===== config.mk =====
export PLATFORM = sky130hd
export DESIGN_NAME = serial_adder_ctrl
export DESIGN_NICKNAME = d
export VERILOG_FILES = /design/src/rtl/serial_adder_pkg.sv /design/src/rtl/full_adder_cell.sv /design/src/rtl/halfAdder.sv /design/src/rtl/serial_adder_ctrl.sv
export SDC_FILE = /design/constraint.sdc
export NUM_CORES = 1
export LEC_CHECK = 0
export CORE_ASPECT_RATIO = 0.6
export CORE_UTILIZATION = 30
export CTS_CLUSTER_DIAMETER = 80
export DETAILED_ROUTE_END_ITERATION = 8
export GPL_TIMING_DRIVEN = 0
export SLEW_MARGIN = 20
export SYNTH_ARGS = -nofsm -noshare
export SYNTH_HDL_FRONTEND = slang
export SYNTH_HIERARCHICAL = 1
export SYNTH_SLANG_ARGS = --single-unit

===== constraint.sdc =====
create_clock -name clk -period 1.5 [get_ports clk]
set_input_delay 0.225 -clock clk [delete_from_list [all_inputs] [get_ports clk]]
set_output_delay 0.225 -clock clk [all_outputs]
set_load 0.01 [all_outputs]

===== src/rtl/serial_adder_pkg.sv =====
// serial_adder_pkg
//   Shared declarations for the bit-serial add controller:
//   - state_t       : controller state encoding (IDLE/RUN/DONE)
//   - DEFAULT_WIDTH : default operand/result width
package serial_adder_pkg;

  typedef enum logic [1:0] {
    IDLE = 2'b00,
    RUN  = 2'b01,
    DONE = 2'b10
  } state_t;

  localparam int DEFAULT_WIDTH = 8;

endpackage


===== src/rtl/full_adder_cell.sv =====
// full_adder_cell
//   One-bit full adder built from two halfAdder instances; the single
//   arithmetic resource that serial_adder_ctrl steps through each bit.
//   Ports: a, b - operand bits
//          ci   - carry in
//          s    - sum bit
//          co   - carry out (OR of the two half-adder carries)
module full_adder_cell (
  input  logic a,
  input  logic b,
  input  logic ci,
  output logic s,
  output logic co
);

  logic s0;
  logic c0;
  logic c1;

  halfAdder u_ha0 (
    .a     (a),
    .b     (b),
    .sum   (s0),
    .carry (c0)
  );

  halfAdder u_ha1 (
    .a     (s0),
    .b     (ci),
    .sum   (s),
    .carry (c1)
  );

  // Both half-adder carries can never be 1 together, so OR is exact.
  assign co = c0 | c1;

endmodule


===== src/rtl/halfAdder.sv =====
// halfAdder
//   One-bit half adder.
//   Ports: a, b   - input bits
//          sum    - a XOR b
//          carry  - a AND b
module halfAdder (
  input  logic a,
  input  logic b,
  output logic sum,
  output logic carry
);

  assign sum   = a ^ b;
  assign carry = a & b;

endmodule


===== src/rtl/serial_adder_ctrl.sv =====
// serial_adder_ctrl
//   Bit-serial WIDTH-bit adder controller. One full_adder_cell is reused
//   for WIDTH clock cycles, LSB first. Owns operand shift registers, the
//   carry flip-flop, the bit counter and the start/done handshake.
//
//   Ports:
//     clk    - rising-edge clock
//     rst_n  - asynchronous active-low reset
//     start  - request, sampled only in IDLE
//     a, b   - operands, captured on the accepting edge
//     cin    - carry-in, captured on the accepting edge
//     busy   - high in RUN and DONE
//     done   - one-cycle pulse, result valid
//     sum    - registered result, held until the next completion
//     cout   - registered carry-out, held with sum
//     sub    - (only with SERIAL_ADDER_SUB_EN) 1 = compute a - b
//
//   Build option: define SERIAL_ADDER_SUB_EN to add the sub port. With
//   sub=1, b is inverted on capture and the carry FF is preset to 1
//   (cin ignored); cout=1 then means no borrow.
module serial_adder_ctrl
  import serial_adder_pkg::*;
#(
  parameter  int WIDTH = DEFAULT_WIDTH,
  localparam int CNT_W = $clog2(WIDTH)
) (
  input  logic             clk,
  input  logic             rst_n,
  input  logic             start,
  input  logic [WIDTH-1:0] a,
  input  logic [WIDTH-1:0] b,
  input  logic             cin,
  output logic             busy,
  output logic             done,
  output logic [WIDTH-1:0] sum,
  output logic             cout
`ifdef SERIAL_ADDER_SUB_EN
  ,
  input  logic             sub
`endif
);

  state_t state_reg;
  state_t state_next;

  logic [WIDTH-1:0] shift_a_reg;
  logic [WIDTH-1:0] shift_b_reg;
  logic [WIDTH-1:0] shift_s_reg;
  logic             carry_reg;
  logic [CNT_W-1:0] cnt_reg;
  logic [WIDTH-1:0] sum_reg;
  logic             cout_reg;

  logic             cell_s;
  logic             cell_co;
  logic             last_bit;
  logic [WIDTH-1:0] sum_bits;

  // Operand B and initial carry as seen at capture time.
  logic [WIDTH-1:0] b_load;
  logic             carry_load;

`ifdef SERIAL_ADDER_SUB_EN
  assign b_load     = sub ? ~b : b;
  assign carry_load = sub ? 1'b1 : cin;
`else
  assign b_load     = b;
  assign carry_load = cin;
`endif

  full_adder_cell u_cell (
    .a  (shift_a_reg[0]),
    .b  (shift_b_reg[0]),
    .ci (carry_reg),
    .s  (cell_s),
    .co (cell_co)
  );

  assign last_bit = (cnt_reg == CNT_W'(WIDTH - 1));
  // Result including the bit being produced this cycle.
  assign sum_bits = {cell_s, shift_s_reg[WIDTH-1:1]};

  // State register
  always_ff @(posedge clk or negedge rst_n) begin
    if (!rst_n) begin
      state_reg <= IDLE;
    end else begin
      state_reg <= state_next;
    end
  end

  // Next-state and handshake outputs
  always_comb begin
    state_next = state_reg;
    busy       = 1'b0;
    done       = 1'b0;
    case (state_reg)
      IDLE: begin
        if (start) begin
          state_next = RUN;
        end
      end
      RUN: begin
        busy = 1'b1;
        if (last_bit) begin
          state_next = DONE;
        end
      end
      DONE: begin
        busy       = 1'b1;
        done       = 1'b1;
        state_next = IDLE;
      end
      default: begin
        state_next = IDLE;
      end
    endcase
  end

  // Datapath: operand capture, bit stepping and result load
  always_ff @(posedge clk or negedge rst_n) begin
    if (!rst_n) begin
      shift_a_reg <= '0;
      shift_b_reg <= '0;
      shift_s_reg <= '0;
      carry_reg   <= 1'b0;
      cnt_reg     <= '0;
      sum_reg     <= '0;
      cout_reg    <= 1'b0;
    end else begin
      case (state_reg)
        IDLE: begin
          if (start) begin
            shift_a_reg <= a;
            shift_b_reg <= b_load;
            carry_reg   <= carry_load;
            cnt_reg     <= '0;
          end
        end
        RUN: begin
          shift_a_reg <= shift_a_reg >> 1;
          shift_b_reg <= shift_b_reg >> 1;
          shift_s_reg <= sum_bits;
          carry_reg   <= cell_co;
          if (last_bit) begin
            // Counter holds at WIDTH-1 on exit rather than wrapping.
            sum_reg  <= sum_bits;
            cout_reg <= cell_co;
          end else begin
            cnt_reg <= cnt_reg + CNT_W'(1);
          end
        end
        default: begin
        end
      endcase
    end
  end

  assign sum  = sum_reg;
  assign cout = cout_reg;

endmodule

# Yosys cells after proc, flatten, opt, wreduce, memory -nomap -nowiden
# Cells that the tools add are included.
[totals]
register_bits = 39
inputBits = 20
out_inout_bits = 11
elab_cells = 41
[classes]
n_addsub = 1
eq_ne = 6
muxes = 14
bitwise = 5
n_reduce_logical = 7
[op_table]
columns = ["operator", "n"]
rows = [
  ["$pmux 8 s2", 2],
  ["$mux 8", 2],
  ["$mux 3", 2],
  ["$ne 2x2->1 const B", 3],
  ["$pmux 3 s2", 1],
  ["$reduce_and 2->1", 3],
  ["$mux 2", 2],
  ["$pmux 2 s2", 1],
  ["$add 3x1->3 const B", 1],
  ["$eq 3x3->1 const B", 1],
  ["$mux 1", 3],
  ["$reduce_and 3->1", 1],
  ["$and 1x1->1", 2],
  ["$eq 2x1->1 const B", 1],
  ["$eq 2x2->1 const B", 1],
  ["$logic_not 2->1", 1],
  ["$pmux 1 s2", 1],
  ["$reduce_bool 2->1", 1],
  ["$reduce_or 2->1", 1],
  ["$xor 1x1->1", 2],
  ["$or 1x1->1", 1],
]

# Longest topological paths before layout
[depth]
word_depth = 4
ltp_mapped = 7
mapped_depth_nobuf = 5

# Cells and area by module
# The synthesis kept the hierarchy.
[modules_own_cells]
columns = ["module", "instances", "cells_each", "area_each_um2", "seq_area_each_um2"]
rows = [
  ["serial_adder_ctrl", 1, 139, 1742.9, 950.9],
  ["halfAdder", 2, 1, 12.5, 0.0],
  ["full_adder_cell", 1, 1, 6.3, 0.0],
]

# Worst setup path before layout
# No wires, ideal clock.
[synth_timing]
path_kind = "reg2reg"
startpoint = "reg state_reg[0]"
endpoint = "reg cnt_reg[0]"
setup_ns = 0.125
t_arrival_ns = 1.437
required_ns = 1.375
setup_slack_ns = -0.062
path_stages_with_launch = 6
n_path_buf = 0
synth_period_minus_slack_ns = 1.562
cell_sequence = "dfrtp_1 -> inv_1 -> ha_1 -> nor2b_4 -> a211oi_4 -> mux2_4"
[synth_between]
elab_chain_len = 3
elab_cells_between_ends = 7
classes_between = "eq/ne (3); mux (1); reduce/logical (3)"
[synth_lines]
columns = ["item", "line", "source"]
rows = [
  ["start: declaration", "serial_adder_ctrl.sv:43", "state_t state_reg;"],
  ["start signal: assignment", "serial_adder_ctrl.sv:88", "state_reg <= state_next;"],
  ["$eq 2x1->1 or $logic_not 2->1 (tied branches)", "serial_adder_ctrl.sv:131", "case (state_reg)"],
  ["$ne 2x2->1 (no source line) or $reduce_bool 2->1 (tied branches)", "--", ""],
  ["$reduce_and 3->1 (no source line)", "--", ""],
  ["end signal: assignment", "serial_adder_ctrl.sv:150", "cnt_reg <= cnt_reg + CNT_W'(1);"],
  ["end: declaration", "serial_adder_ctrl.sv:50", "logic [CNT_W-1:0] cnt_reg;"],
]
# Parallel ways exist; a longest one is shown, timed or not.
# A chain may end at the register's enable or synchronous reset.

# Final worst setup path
[layout_timing]
startpoint = "reg cnt_reg[0]"
endpoint = "reg cnt_reg[1]"
[layout_between]
elab_chain_len = 3
elab_cells_between_ends = 6
classes_between = "add/sub (1); eq/ne (2); mux (2); reduce/logical (1)"
[layout_lines]
columns = ["item", "line"]
rows = [
  ["$add 3x1->3 or $eq 3x3->1 (tied branches)", "serial_adder_ctrl.sv:150, serial_adder_ctrl.sv:79"],
  ["$mux 3 or $ne 2x2->1 (tied branches)", "--"],
  ["$pmux 3 s2 or $reduce_and 3->1 (tied branches)", "--"],
]
# Parallel ways exist; a longest one is shown, timed or not. The select of a mux whose other input is x is not followed.

==> run_results.csv <==
group,metric,value,unit
detailed_routing,wl,3760,um
grt,overflow,0,
synthesis,synth_top_family_by_area,"multiplexers",
synthesis,synthesis.area,1770,um2
timing,setup_viol,0,
timing,slew_viol_final,0,
timing,max_freq,0.676,GHz
floorplan,fp.coreArea,5650,um2
final_layout,final_cell_mix,"38 x dfrtp_1, 27 x clkdlybuf4s50_1, 16 x mux2_2",
pwr,ir_drop,677,uV
setup_path,crit_arrival,1.69,ns
pwr,power,5350,uW
setup_path,start_kind,"flip-flop",
final_layout,final_core_util,0.458,
grt,grt_usage,0.136,
synthesis,synth_top_area_share,0.536,
setup_path,cp-end-kind,"flip-flop",
clocking,clockRootBuffer,"clkbuf_8",
synthesis,synth_seq_area_share,0.536,
timing,tightestPinTransition,0.371,ns
detailed_routing,wire_per_inst,13.8,um
final_layout,fillers,528,
detailed_routing,firstDrtPassIters,4,
floorplan,ios,31,
grt,antenna_found_initial,0,
synthesis,synth-seq-cells,38,
placed_design,place.gp.congestion,0.701,
clocking,htreeDepth,2,
floorplan,initial_utilization,0.314,
placed_design,hpwl,2520,um
synthesis,synthSimpleGateAreaFrac,0.0677,
floorplan,die-area,6240,um2
detailed_routing,drt_iter0_markers,22,
final_layout,syn_to_final_growth,45.7,%
setup_path,worst_ep_required_time,1.71,ns
clocking,clock_path_buffers,2,
synthesis,synth_cells,142,
setup_path,critPathMaxFanout,3,
pwr,power.leakage,0.00117,uW
grt,grt_pass1_wl,6050,um
pwr,p_per_area,2070,nW/um2
synthesis,yosysTopAreaCell,"dfrtp_1",
final_layout,drive_gt1_frac,0.404,
synthesis,synth_compound_area_frac,0.0691,
worst_hold_path,hp-class,"in2async",
synthesis,synth-xor-area-share,0,
final_layout,num-nets-final,221,
timing,rsz0062_at_grt,"true",
final_layout,diodes,0,
synthesis,synth_nets,171,
synthesis,synthAdderAreaFrac,0.0635,
synthesis,muxShareOfSynthArea,0.225,
outcome,outcome,"complete, no violations",
floorplan,die_w,101,um
detailed_routing,via_per_inst,4.38,
timing,period_share,0.986,
timing,fin_crit,1.48,ns
grt,grt_pass1_vias,1199,
floorplan,dieHeight,61.6,um
clocking,clk_latency,0.29,ns
synthesis,syn_area_per_cell,12.5,um2
synthesis,yosys_warnings,6,
timing,hold_viol,0,
detailed_routing,drtAntennaViolNets,0,
clocking,numCtsBuffers,5,
run,max-cap-violations,0,
timing,clock_skew,0.00525,ns
grt,grt_max_degree,25,
clocking,clkSinkCount,38,
setup_path,critPathKind,"reg2reg",
detailed_routing,vias,1196,
synthesis,synth_cell_types,22,
detailed_routing,drc,0,
final_layout,final_common_cell,"dfrtp_1",
synthesis,synth_area_leaders,"dfrtp_1 54%, mux2_2 11%, mux2i_1 9.6%, ha_1 6.3%, nand2_1 4.0%",
clocking,tritoncts,"built",
placed_design,io_buffers,30,
floorplan,rows,21,
clocking,clkTransAtPathRegs,0.07,ns
timing,maxSlewHeadroom,0.753,
-- Yosys cell counts --
| cell | n |
|---|---|
| dfrtp_1 | 38 |
| nand2_1 | 19 |
| mux2_2 | 17 |
| mux2i_1 | 17 |
| o21ai_0 | 12 |
| ha_1 | 9 |
| o21ai_1 | 6 |
| inv_1 | 5 |
| buf_2 | 4 |
| buf_6 | 2 |
| nand2b_1 | 2 |
| a211oi_4 | 1 |
| a21oi_1 | 1 |
| buf_4 | 1 |
| mux2_4 | 1 |
| mux2i_4 | 1 |
| nand2_2 | 1 |
| nor2_1 | 1 |
| nor2b_1 | 1 |
| nor2b_4 | 1 |
| o21a_1 | 1 |
| or2_1 | 1 |
-- report_power, final --
| group | switching [uW] | leakage (uW) | total, uW | internal (uW) |
|---|---|---|---|---|
| sequential | 282 | 0.000486 | 1760 | 1480 |
| combinational | 1210 | 0.000634 | 2860 | 1650 |
| clock | 360 | 0.0000482 | 731 | 371 |
-- critical path, stage by stage, from the launching register on --
cell and delay (ns):
dfrtp_1 0.39, ha_2 0.20, ha_4 0.18, a211oi_4 0.27, buf_4 0.17, mux2i_1 0.19
-- final cells by class --
cell class                 instances  area, um2  share of cell area
sequential                        38        951               0.368
clock buffer                       7       86.3              0.0334
clock inverter                     1       5.00             0.00194
buffer                             5       67.6              0.0261
tap                               80        100              0.0387
timing repair buffer              45        470               0.182
inverter                           5       18.8             0.00726
multi-input combinational         92        886               0.343
-- repair_timing --
item                                    CTS  global route
endpoints found under the setup margin   25            23
hold buffers                              1             0
gates resized for setup                  21            39
buffers inserted                          9             1
hold endpoints to repair                 14             0
pin swaps                                 1            12
gates cloned                              2             1
-- final timing paths --
| check | endpoint | cells past startpoint | slack [ns] | start |
|---|---|---|---|---|
| setup reg to reg | cnt_reg[1] | 5 | 0.02 | cnt_reg[0] |
| min in group clk | shift_b_reg[7] | 2 | 0.48 | shift_b_reg[7] |
| hold reg to reg | shift_b_reg[7] | 2 | 0.48 | shift_b_reg[7] |
| max in group asynchronous | shift_a_reg[7] | 3 | 0.67 | rst_n |
| setup / recovery | cnt_reg[1] | 5 | 0.02 | cnt_reg[0] |
| hold / removal | shift_s_reg[1] | 2 | 0.38 | rst_n |
-- routing by layer --
| layer | vias to the layer above | global-route usage | wire length [um] |
|---|---|---|---|
| li1 | 585 | - | - |
| met1 | 584 | 0.195 | 1940 |
| met2 | 22 | 0.190 | 1620 |
| met3 | 5 | 0.0420 | 151 |
| met4 | 0 | 0.0559 | 53 |
| met5 | - | 0 | 0 |
-- per-stage QoR --
stage | instance area (um2) | setup TNS [ns] | hold slack [ns] | instances | setup WS [ns]
after floorplan | 1810 | -0.0128 | -0.0706 | 142 | -0.0128
after global placement | 2210 | -31.81 | 0.465 | 252 | -0.785
after detailed placement | 2230 | -2.43 | 0.162 | 253 | -0.154
after CTS | 2490 | -0.0113 | 0.380 | 272 | -0.0113
after global routing | 2580 | -0.441 | 0.436 | 273 | -0.0570
final | 2580 | 0 | 0.380 | 273 | 0.0209
-- cells by family (layout without fill, tap and decap cells) --
kind of cell	Yosys count	count (layout)
buffers and inverters	12	63
DFF	38	38
and+or+nand+nor	26	26
AOI/OAI and AO/OA	21	21
muxes	36	36
adders and majority gates	9	9
No activity file was read; power rests on OpenSTA's default activity.
